**src/rtl/melody_pkg.sv**
```systemverilog
// Shared definitions for the melody sequencer: playback state encoding and the
// note index that means "silence".
package melody_pkg;

    typedef enum logic [1:0] {
        IDLE = 2'd0,
        TONE = 2'd1,
        GAP  = 2'd2
    } mel_state_t;

    localparam int NOTE_REST = 0;

endpackage

```
**src/rtl/tone_pwm.sv**
```systemverilog
// Square-wave generator: buzz toggles every tone_div cycles while enabled and
// always restarts from counter 0 / buzz 0.
module tone_pwm #(
    parameter int DIV_W = 15
) (
    input  logic             clk,
    input  logic             reset,
    input  logic             enable,
    input  logic             restart,
    input  logic [DIV_W-1:0] tone_div,
    output logic             buzz
);

    logic [DIV_W-1:0] cnt_q;
    logic             buzz_q;

    // The >= compare lets a shortened half-period take effect at the very next
    // compare instead of waiting for the counter to wrap.
    always_ff @(posedge clk or negedge reset) begin
        if (!reset) begin
            cnt_q  <= '0;
            buzz_q <= 1'b0;
        end else if (restart || !enable || (tone_div == '0)) begin
            cnt_q  <= '0;
            buzz_q <= 1'b0;
        end else if (cnt_q >= (tone_div - DIV_W'(1))) begin
            cnt_q  <= '0;
            buzz_q <= ~buzz_q;
        end else begin
            cnt_q <= cnt_q + DIV_W'(1);
        end
    end

    assign buzz = buzz_q;

endmodule

```
**src/rtl/melody_sequencer.sv**
```systemverilog
// Loadable note-phrase player: note RAM, slot timer and playback FSM driving an
// external tone table and the tone_pwm square-wave generator.
module melody_sequencer
    import melody_pkg::*;
#(
    parameter int NOTE_W   = 5,
    parameter int DIV_W    = 15,
    parameter int MAX_LEN  = 32,
    parameter int NOTE_CYC = 12_000_000,
    parameter int GAP_CYC  = 3_000_000,
    localparam int LEN_W   = $clog2(MAX_LEN + 1),
    localparam int AW      = $clog2(MAX_LEN)
) (
    input  logic              clk,
    input  logic              reset,
    input  logic              wr_en,
    input  logic [AW-1:0]     wr_addr,
    input  logic [NOTE_W-1:0] wr_note,
    input  logic [LEN_W-1:0]  length,
    input  logic              loop_en,
    // start is taken only while busy=0 and stop=0; every accepted start ends in
    // exactly one done pulse (natural end, stop, or an empty phrase).
    input  logic              start,
    input  logic              stop,
    input  logic [DIV_W-1:0]  tone_div,
    output logic [NOTE_W-1:0] play_index,
    output logic              buzz,
    output logic              busy,
    output logic              done,
    output logic [1:0]        dbg_state
);

    localparam int SLOT_MAX = (NOTE_CYC > GAP_CYC) ? NOTE_CYC : GAP_CYC;
    localparam int CW       = $clog2(SLOT_MAX + 1);
    localparam logic [CW-1:0] NOTE_LAST = CW'(NOTE_CYC - 1);
    localparam logic [CW-1:0] GAP_LAST  = (GAP_CYC > 0) ? CW'(GAP_CYC - 1) : '0;

    mel_state_t        state_q;
    logic [AW-1:0]     idx_q;
    logic [LEN_W-1:0]  len_q;
    logic              loop_q;
    logic [CW-1:0]     slot_q;
    logic [NOTE_W-1:0] play_index_q;
    logic              busy_q;
    logic              done_q;
    logic [NOTE_W-1:0] ram_q [MAX_LEN];

    logic [LEN_W-1:0]  len_d;
    logic              tone_done;
    logic              note_end;
    logic              has_next;

    assign len_d     = (length > LEN_W'(MAX_LEN)) ? LEN_W'(MAX_LEN) : length;
    assign tone_done = (state_q == TONE) && (slot_q == NOTE_LAST);
    assign note_end  = ((state_q == GAP) && (slot_q == GAP_LAST)) ||
                       ((GAP_CYC == 0) && tone_done);
    assign has_next  = (LEN_W'(idx_q) + LEN_W'(1)) < len_q;

    always_ff @(posedge clk or negedge reset) begin
        if (!reset) begin
            for (int i = 0; i < MAX_LEN; i++) ram_q[i] <= '0;
        end else if (wr_en) begin
            ram_q[wr_addr] <= wr_note;
        end
    end

    always_ff @(posedge clk or negedge reset) begin
        if (!reset) begin
            state_q      <= IDLE;
            idx_q        <= '0;
            len_q        <= '0;
            loop_q       <= 1'b0;
            slot_q       <= '0;
            play_index_q <= '0;
            busy_q       <= 1'b0;
            done_q       <= 1'b0;
        end else begin
            done_q <= 1'b0;
            case (state_q)
                IDLE: begin
                    if (start && !stop) begin
                        len_q  <= len_d;
                        loop_q <= loop_en;
                        idx_q  <= '0;
                        slot_q <= '0;
                        if (len_d == '0) begin
                            done_q <= 1'b1;
                        end else begin
                            state_q      <= TONE;
                            busy_q       <= 1'b1;
                            play_index_q <= ram_q[0];
                        end
                    end
                end
                TONE, GAP: begin
                    if (stop) begin
                        state_q      <= IDLE;
                        busy_q       <= 1'b0;
                        done_q       <= 1'b1;
                        idx_q        <= '0;
                        slot_q       <= '0;
                        play_index_q <= '0;
                    end else if (note_end) begin
                        slot_q <= '0;
                        if (has_next) begin
                            state_q      <= TONE;
                            idx_q        <= idx_q + AW'(1);
                            play_index_q <= ram_q[idx_q + AW'(1)];
                        end else if (loop_q) begin
                            state_q      <= TONE;
                            idx_q        <= '0;
                            play_index_q <= ram_q[0];
                        end else begin
                            state_q      <= IDLE;
                            busy_q       <= 1'b0;
                            done_q       <= 1'b1;
                            idx_q        <= '0;
                            play_index_q <= '0;
                        end
                    end else if (tone_done) begin
                        state_q      <= GAP;
                        slot_q       <= '0;
                        play_index_q <= '0;
                    end else begin
                        slot_q <= slot_q + CW'(1);
                        // Re-read every cycle so a RAM write to the playing note shows up mid-note.
                        if (state_q == TONE) play_index_q <= ram_q[idx_q];
                    end
                end
                default: state_q <= IDLE;
            endcase
        end
    end

    // Restart at every slot boundary so the next note begins from a fresh phase
    // and the gap/idle cycle after a note never sees a late toggle.
    tone_pwm #(
        .DIV_W (DIV_W)
    ) u_tone_pwm (
        .clk      (clk),
        .reset    (reset),
        .enable   ((state_q == TONE) && (play_index_q != NOTE_W'(NOTE_REST))),
        .restart  (tone_done || stop),
        .tone_div (tone_div),
        .buzz     (buzz)
    );

    assign play_index = play_index_q;
    assign busy       = busy_q;
    assign done       = done_q;
    assign dbg_state  = state_q;

endmodule

```
**config.mk**
```make
export PLATFORM = sky130hd
export DESIGN_NAME = melody_sequencer
export DESIGN_NICKNAME = d
export VERILOG_FILES = /design/src/rtl/melody_pkg.sv /design/src/rtl/tone_pwm.sv /design/src/rtl/melody_sequencer.sv
export SDC_FILE = /design/constraint.sdc
export NUM_CORES = 1
export LEC_CHECK = 0
export BUFFER_PORTS_ARGS = -buffer_cell sky130_fd_sc_hd__buf_4
export CAP_MARGIN = 40
export CELL_PAD_IN_SITES_DETAIL_PLACEMENT = 2
export CELL_PAD_IN_SITES_GLOBAL_PLACEMENT = 2
export CORE_MARGIN = 2
export CORE_UTILIZATION = 43
export DETAILED_ROUTE_END_ITERATION = 10
export PLACE_DENSITY_LB_ADDON = 0.1
export SLEW_MARGIN = 5
export SYNTH_ARGS = -nofsm -noshare
export SYNTH_HDL_FRONTEND = slang
export SYNTH_SLANG_ARGS = --single-unit
```
**constraint.sdc**
```tcl
create_clock -name clk -period 3.41 [get_ports clk]
set_clock_uncertainty 0.05 [all_clocks]
set_input_delay 0.5115 -clock clk [delete_from_list [all_inputs] [get_ports clk]]
set_output_delay 0.5115 -clock clk [all_outputs]
set_load 0.05 [all_outputs]
```
# --- Word level (Yosys, flattened, before mapping) ---
# Cells that the tools add are included.
# W data, S select, Z words.
totals:
  register_bits: 221
  word_cells: 147
  output_inout_bits: 10
op_classes:
  bitwise_logic: 4
  order_cmp: 7
  add_sub_neg: 5
  reduce_logical: 23
  eq_ne: 11
  mux: 55
ops:
  columns: ["op", "count"]
  rows:
  - ["$bwmux W160", 1]
  - ["$mux W24", 4]
  - ["$mux W5", 17]
  - ["$bmux W5 S5", 2]
  - ["$pmux W24 S2", 1]
  - ["$mux W15", 2]
  - ["$demux W5 S5", 1]
  - ["$add A24 B1 Y24 const B", 1]
  - ["$eq A24 B22 Y1 const B", 1]
  - ["$eq A24 B24 Y1 const B", 1]
  - ["$pmux W5 S2", 2]
  - ["$ge A6 B6 Y1 const B", 3]
  - ["$not A5 Y6", 3]
  - ["$mux W1", 16]
  - ["$add A15 B1 Y15 const B", 1]
  - ["$ge A15 B15 Y1", 1]
  - ["$logic_not A15 Y1", 1]
  - ["$sub A15 B1 Y15 const B", 1]
  - ["$mux W2", 5]
  - ["$ne A3 B3 Y1 const B", 3]
  - ["$add A5 B1 Y6 const B", 1]
  - ["$gt A6 B6 Y1 const B", 1]
  - ["$logic_not A6 Y1", 1]
  - ["$lt A6 B1 Y1 const B", 1]
  - ["22 further kinds", 34]

# --- Longest topological paths before layout ---
depth:
  ltp_word: 9
  depth_mapped: 15
  ltp_nobuf: 14

# --- Modules after synthesis ---
# Synthesis repeated with hierarchy kept, for this count alone.
unflattened:
  cells_unflattened: 1013
  hier_area_um2: 12774.8
by_module_without_submodules:
  columns: ["mod", "seq_area_each_um2", "instances", "cells_each", "area_per_inst_um2"]
  rows:
  - ["melody_sequencer", 5129.9, 1, 867, 11404.7]
  - ["tone_pwm", 400.4, 1, 146, 1370.1]

# --- Worst setup path after synthesis ---
# Ideal clock, no wire load.
synth_timing:
  path_type: "input to register"
  from: "input port tone_div[3]"
  to: "register u_tone_pwm.cnt_q[10]"
  required_time_ns: 3.289
  t_arrival_ns: 3.325
  setup_ns: 0.071
  setup_slack_ns: -0.036
  n_path_buf: 1
  stages: 11
  cell_sequence: "or4_1 -> or4_4 -> nor2_1 -> xnor2_1 -> ha_1 -> and4_1 -> a221o_1 -> o21ai_0 -> nand3b_2 -> buf_4 -> nor2_1"
synth_via:
  elab_chain_len: 4
synth_rtl:
  columns: ["element", "line_no", "source"]
  rows:
  - ["from (decl)", "melody_sequencer.sv:25", "input logic [DIV_W-1:0] tone_div,"]
  - ["$sub A15 B1 Y15", "tone_pwm.sv:26", "end else if (cnt_q >= (tone_div - DIV_W'(1))) begin"]
  - ["$ge A15 B15 Y1", "tone_pwm.sv:26", null]
  - ["$mux W15", "tone_pwm.sv:26", null]
  - ["$mux W15 *", "tone_pwm.sv:23", "end else if (restart || !enable || (tone_div == '0)) begin"]
  - ["to (signal assigned)", "tone_pwm.sv:30", "cnt_q <= cnt_q + DIV_W'(1);"]
  - ["to (decl)", "tone_pwm.sv:14", "logic [DIV_W-1:0] cnt_q;"]
# Mark *: on every way between the ends. The rest lies on a longest branch, timed or not.
# A chain may end at the register's enable or synchronous reset.

# --- Worst setup path after layout ---
layout_timing:
  from: "input port tone_div[3]"
  to: "register u_tone_pwm.cnt_q[9]"
# Same word-level chain as after synthesis.

==> impl_metrics.ini <==
[worst_hold_path]
worstHoldPathType = input port to asynchronous set/reset pin

[setup_path]
cp-startpoint = tone_div[3]
worstSetupEndpoint = u_tone_pwm.cnt_q[9]
path_max_fanout = 15
cp_data_required_time_ns = 3.82
reg2reg_slack_ns = 0.50
r2r_start = idx_q[0]
crit_type = input port to register
cp.arrival_ns = 3.58
r2r_end = play_index[4]
cp-start-kind = input port
rr_worst_depth = 7
worst_setup_path_end_kind = register

[clock_tree]
clock-sinks = 221
cts_buffers = 28
cts_tree = built
post_cts_resized = 0
htreeDepth = 1
clkLatencyLatePin_ns = 0.56
post_cts_buffers = 0
max-clock-path-buffers = 3
cts_hold_buf = 0
cts-root-buf = clkbuf_16
clkSlewWorstSetupHoldPaths_ns = 0.05

[final_layout]
antenna_cells = 0
drive_gt1_share_pct = 32.40
stdcell_area_sq_um = 14520
finalNetCount = 1195
area_delta_synth_final_pct = 14.26
fillers = 2866

[power]
intPower_w = 0.005533
clkPwrFrac_pct = 34.9
power_switching_w = 0.002429
p_leak_nw = 6.056
swShare_pct = 30.50
peakVddDrop_mv = 0.4470
power.density_nw_per_um2 = 548.3
p_comb_share_pct = 21.5
p_seq_share_pct = 43.6

[floorplan]
dieArea_sq_um = 30950
start_util_pct = 43.92
ios = 47
fp.dieW_microns = 175.9
core_area_sq_um = 28940
rows = 62
die_y_microns = 175.9

[sta]
rsz0062_at_grt = no
fin_tns_setup_ns = 0
relSlewSlack_pct = 39.78
fmax_ghz = 0.3152
slew_violations = 0
hold_viol_final = 31
fin_crit_sh_pct = 93.03
max_slew.worst_pin.slew_ns = 0.9034
fin_hold_ws_ns = -0.03065
fin_crit_ns = 3.172
setup_violations = 0

[synthesis]
syn_inst = 1070
synth_edf_count = 0
synth_top_area_share_pct = 43.52
yosysUniqueCellTypes = 66
yosysTopAreaCell = dfrtp_1
synthArstFlopShare_pct = 100.0
synth_commonest_cells = dfrtp_1, mux2_2, nand2_1
ys_ff_latch = 221
netlist_area_sq_um = 12710
syn_area_per_cell_sq_um = 11.88
yosys_warnings = 0
ys.flop_type = dfrtp_1
synth_most_common_cell = dfrtp_1
synthTopCellsByArea = dfrtp_1, mux2_2, mux4_2
synth_nets = 1135
yosysSeqAreaShare_pct = 43.52

[placed_design]
gp_congestion = 0.8628
port_buffers = 46
post_dp_cell_area_sq_um = 13670
dpl.hpwl_mm = 26.63

[routing]
wire_per_inst_microns = 25.26
dr.pass1.iters = 5
viasPerCell = 5.998
dr.first_iter.drc_count = 455
drtAntennaViolNets = 0
remaining_drc_errors = 0
wirelength_mm = 38.69
vias = 9189

[global_routing]
grt_pass1_vias = 10300
grt_max_degree = 106
track_usage_pct = 25.94
antenna_found_initial = 0
grt_overflow = 0
grt_pass1_wl_mm = 61.98

[run_status]
outcome = finished, violations left
violations = hold timing

[run]
cap_viol_max_count = 0
==> power by group through the flow <==
stage                     clock network (W)  logic [W]  registers [W]
final                               0.00278    0.00171        0.00347
after global placement                    0    0.00165        0.00345
after floorplan                           0    0.00107        0.00345
after global routing                0.00296    0.00187        0.00353
after detailed placement                  0    0.00172        0.00349
after CTS                           0.00284    0.00173        0.00346
==> kinds of logic after synthesis <==
group,Yosys count,share of synthesized area (%)
xor+xnor,40,2.757
mux,274,29.47
compound gates,128,6.941
buf+inv,73,2.383
simple gates,306,12.18
flops,221,43.52
fa+ha+maj,28,2.757
==> cell type report <==
type | count | area [sq um] | share of cell area [%]
timing repair buffer | 84 | 700.7 | 4.825
tap | 384 | 480.5 | 3.309
sequential | 221 | 5537 | 38.13
clock inverter | 5 | 36.28 | 0.2499
inverter | 19 | 71.32 | 0.4912
clock buffer | 43 | 817.0 | 5.627
multi-input combinational | 776 | 6878 | 47.37
==> cells in the final DEF (no fill, tap or decap), drive strengths merged, types with 7 or more instances in the layout <==
cell type and count:
nand3 36, inv 18, nor2b 12, and3 19
xor2 22, or4 7, buf 84, dfrtp 221
clkbuf 43, a22oi 12, xnor2 18, nor3 8
a21oi 19, mux2i 49, nand2b 9, nand2 96
ha 28, o21ai 40, mux4 64, nor3b 7
nand3b 10, nor2 63, mux2 161, nand4 11
==> through the flow <==
step           util [%]  power [W]  cells  setup WS [ns]
6_report          50.18   0.007962   1532         0.2376
3_3_place_gp      47.23   0.005103   1484        -0.1231
3_5_place_dp      47.23   0.005210   1484        -0.2901
4_1_cts           50.18   0.008031   1532         0.2291
5_1_grt           50.18   0.008357   1532        0.09502
2_1_floorplan         -   0.004518   1070        0.06137
==> registers in the layout (all words and copies together), names as in the netlist <==
signal	flops
play_index	5
busy	1
loop_q	1
u_tone_pwm.cnt_q	15
idx_q	5
ram_q	160
dbg_state	2
len_q	6
u_tone_pwm.buzz	1
done	1
slot_q	24
==> how the worst min path moves through the flow <==
stage,startpoint,endpoint,slack (ns),depth (start not counted)
final,reset,u_tone_pwm.cnt_q[2],-0.03,1
after global routing,reset,ram_q[92],0.04,1
after CTS,reset,ram_q[87],0.02,1
after detailed placement,u_tone_pwm.cnt_q[0],u_tone_pwm.cnt_q[0],0.46,1
after global placement,slot_q[13],slot_q[13],0.45,1
after floorplan,reset,busy,0.17,0
==> worst max-delay path, stage by stage <==
cell	delay (ns)
buf_4	0.11
or4_1	0.55
or4_4	0.50
nor2_1	0.15
xnor2_1	0.18
ha_1	0.30
and4_1	0.21
a221o_1	0.38
o21ai_1	0.25
nand3b_2	0.14
buf_12	0.17
nor2_1	0.13
==> layer usage <==
metal	global-route usage (%)	vias to the layer above	wire length [microns]
li1	-	4123	-
met1	35.17	4880	17350
met2	45.60	139	19460
met3	2.857	47	1193
met4	4.477	0	693
met5	0	-	0
Power figures use the tool's default switching activity.
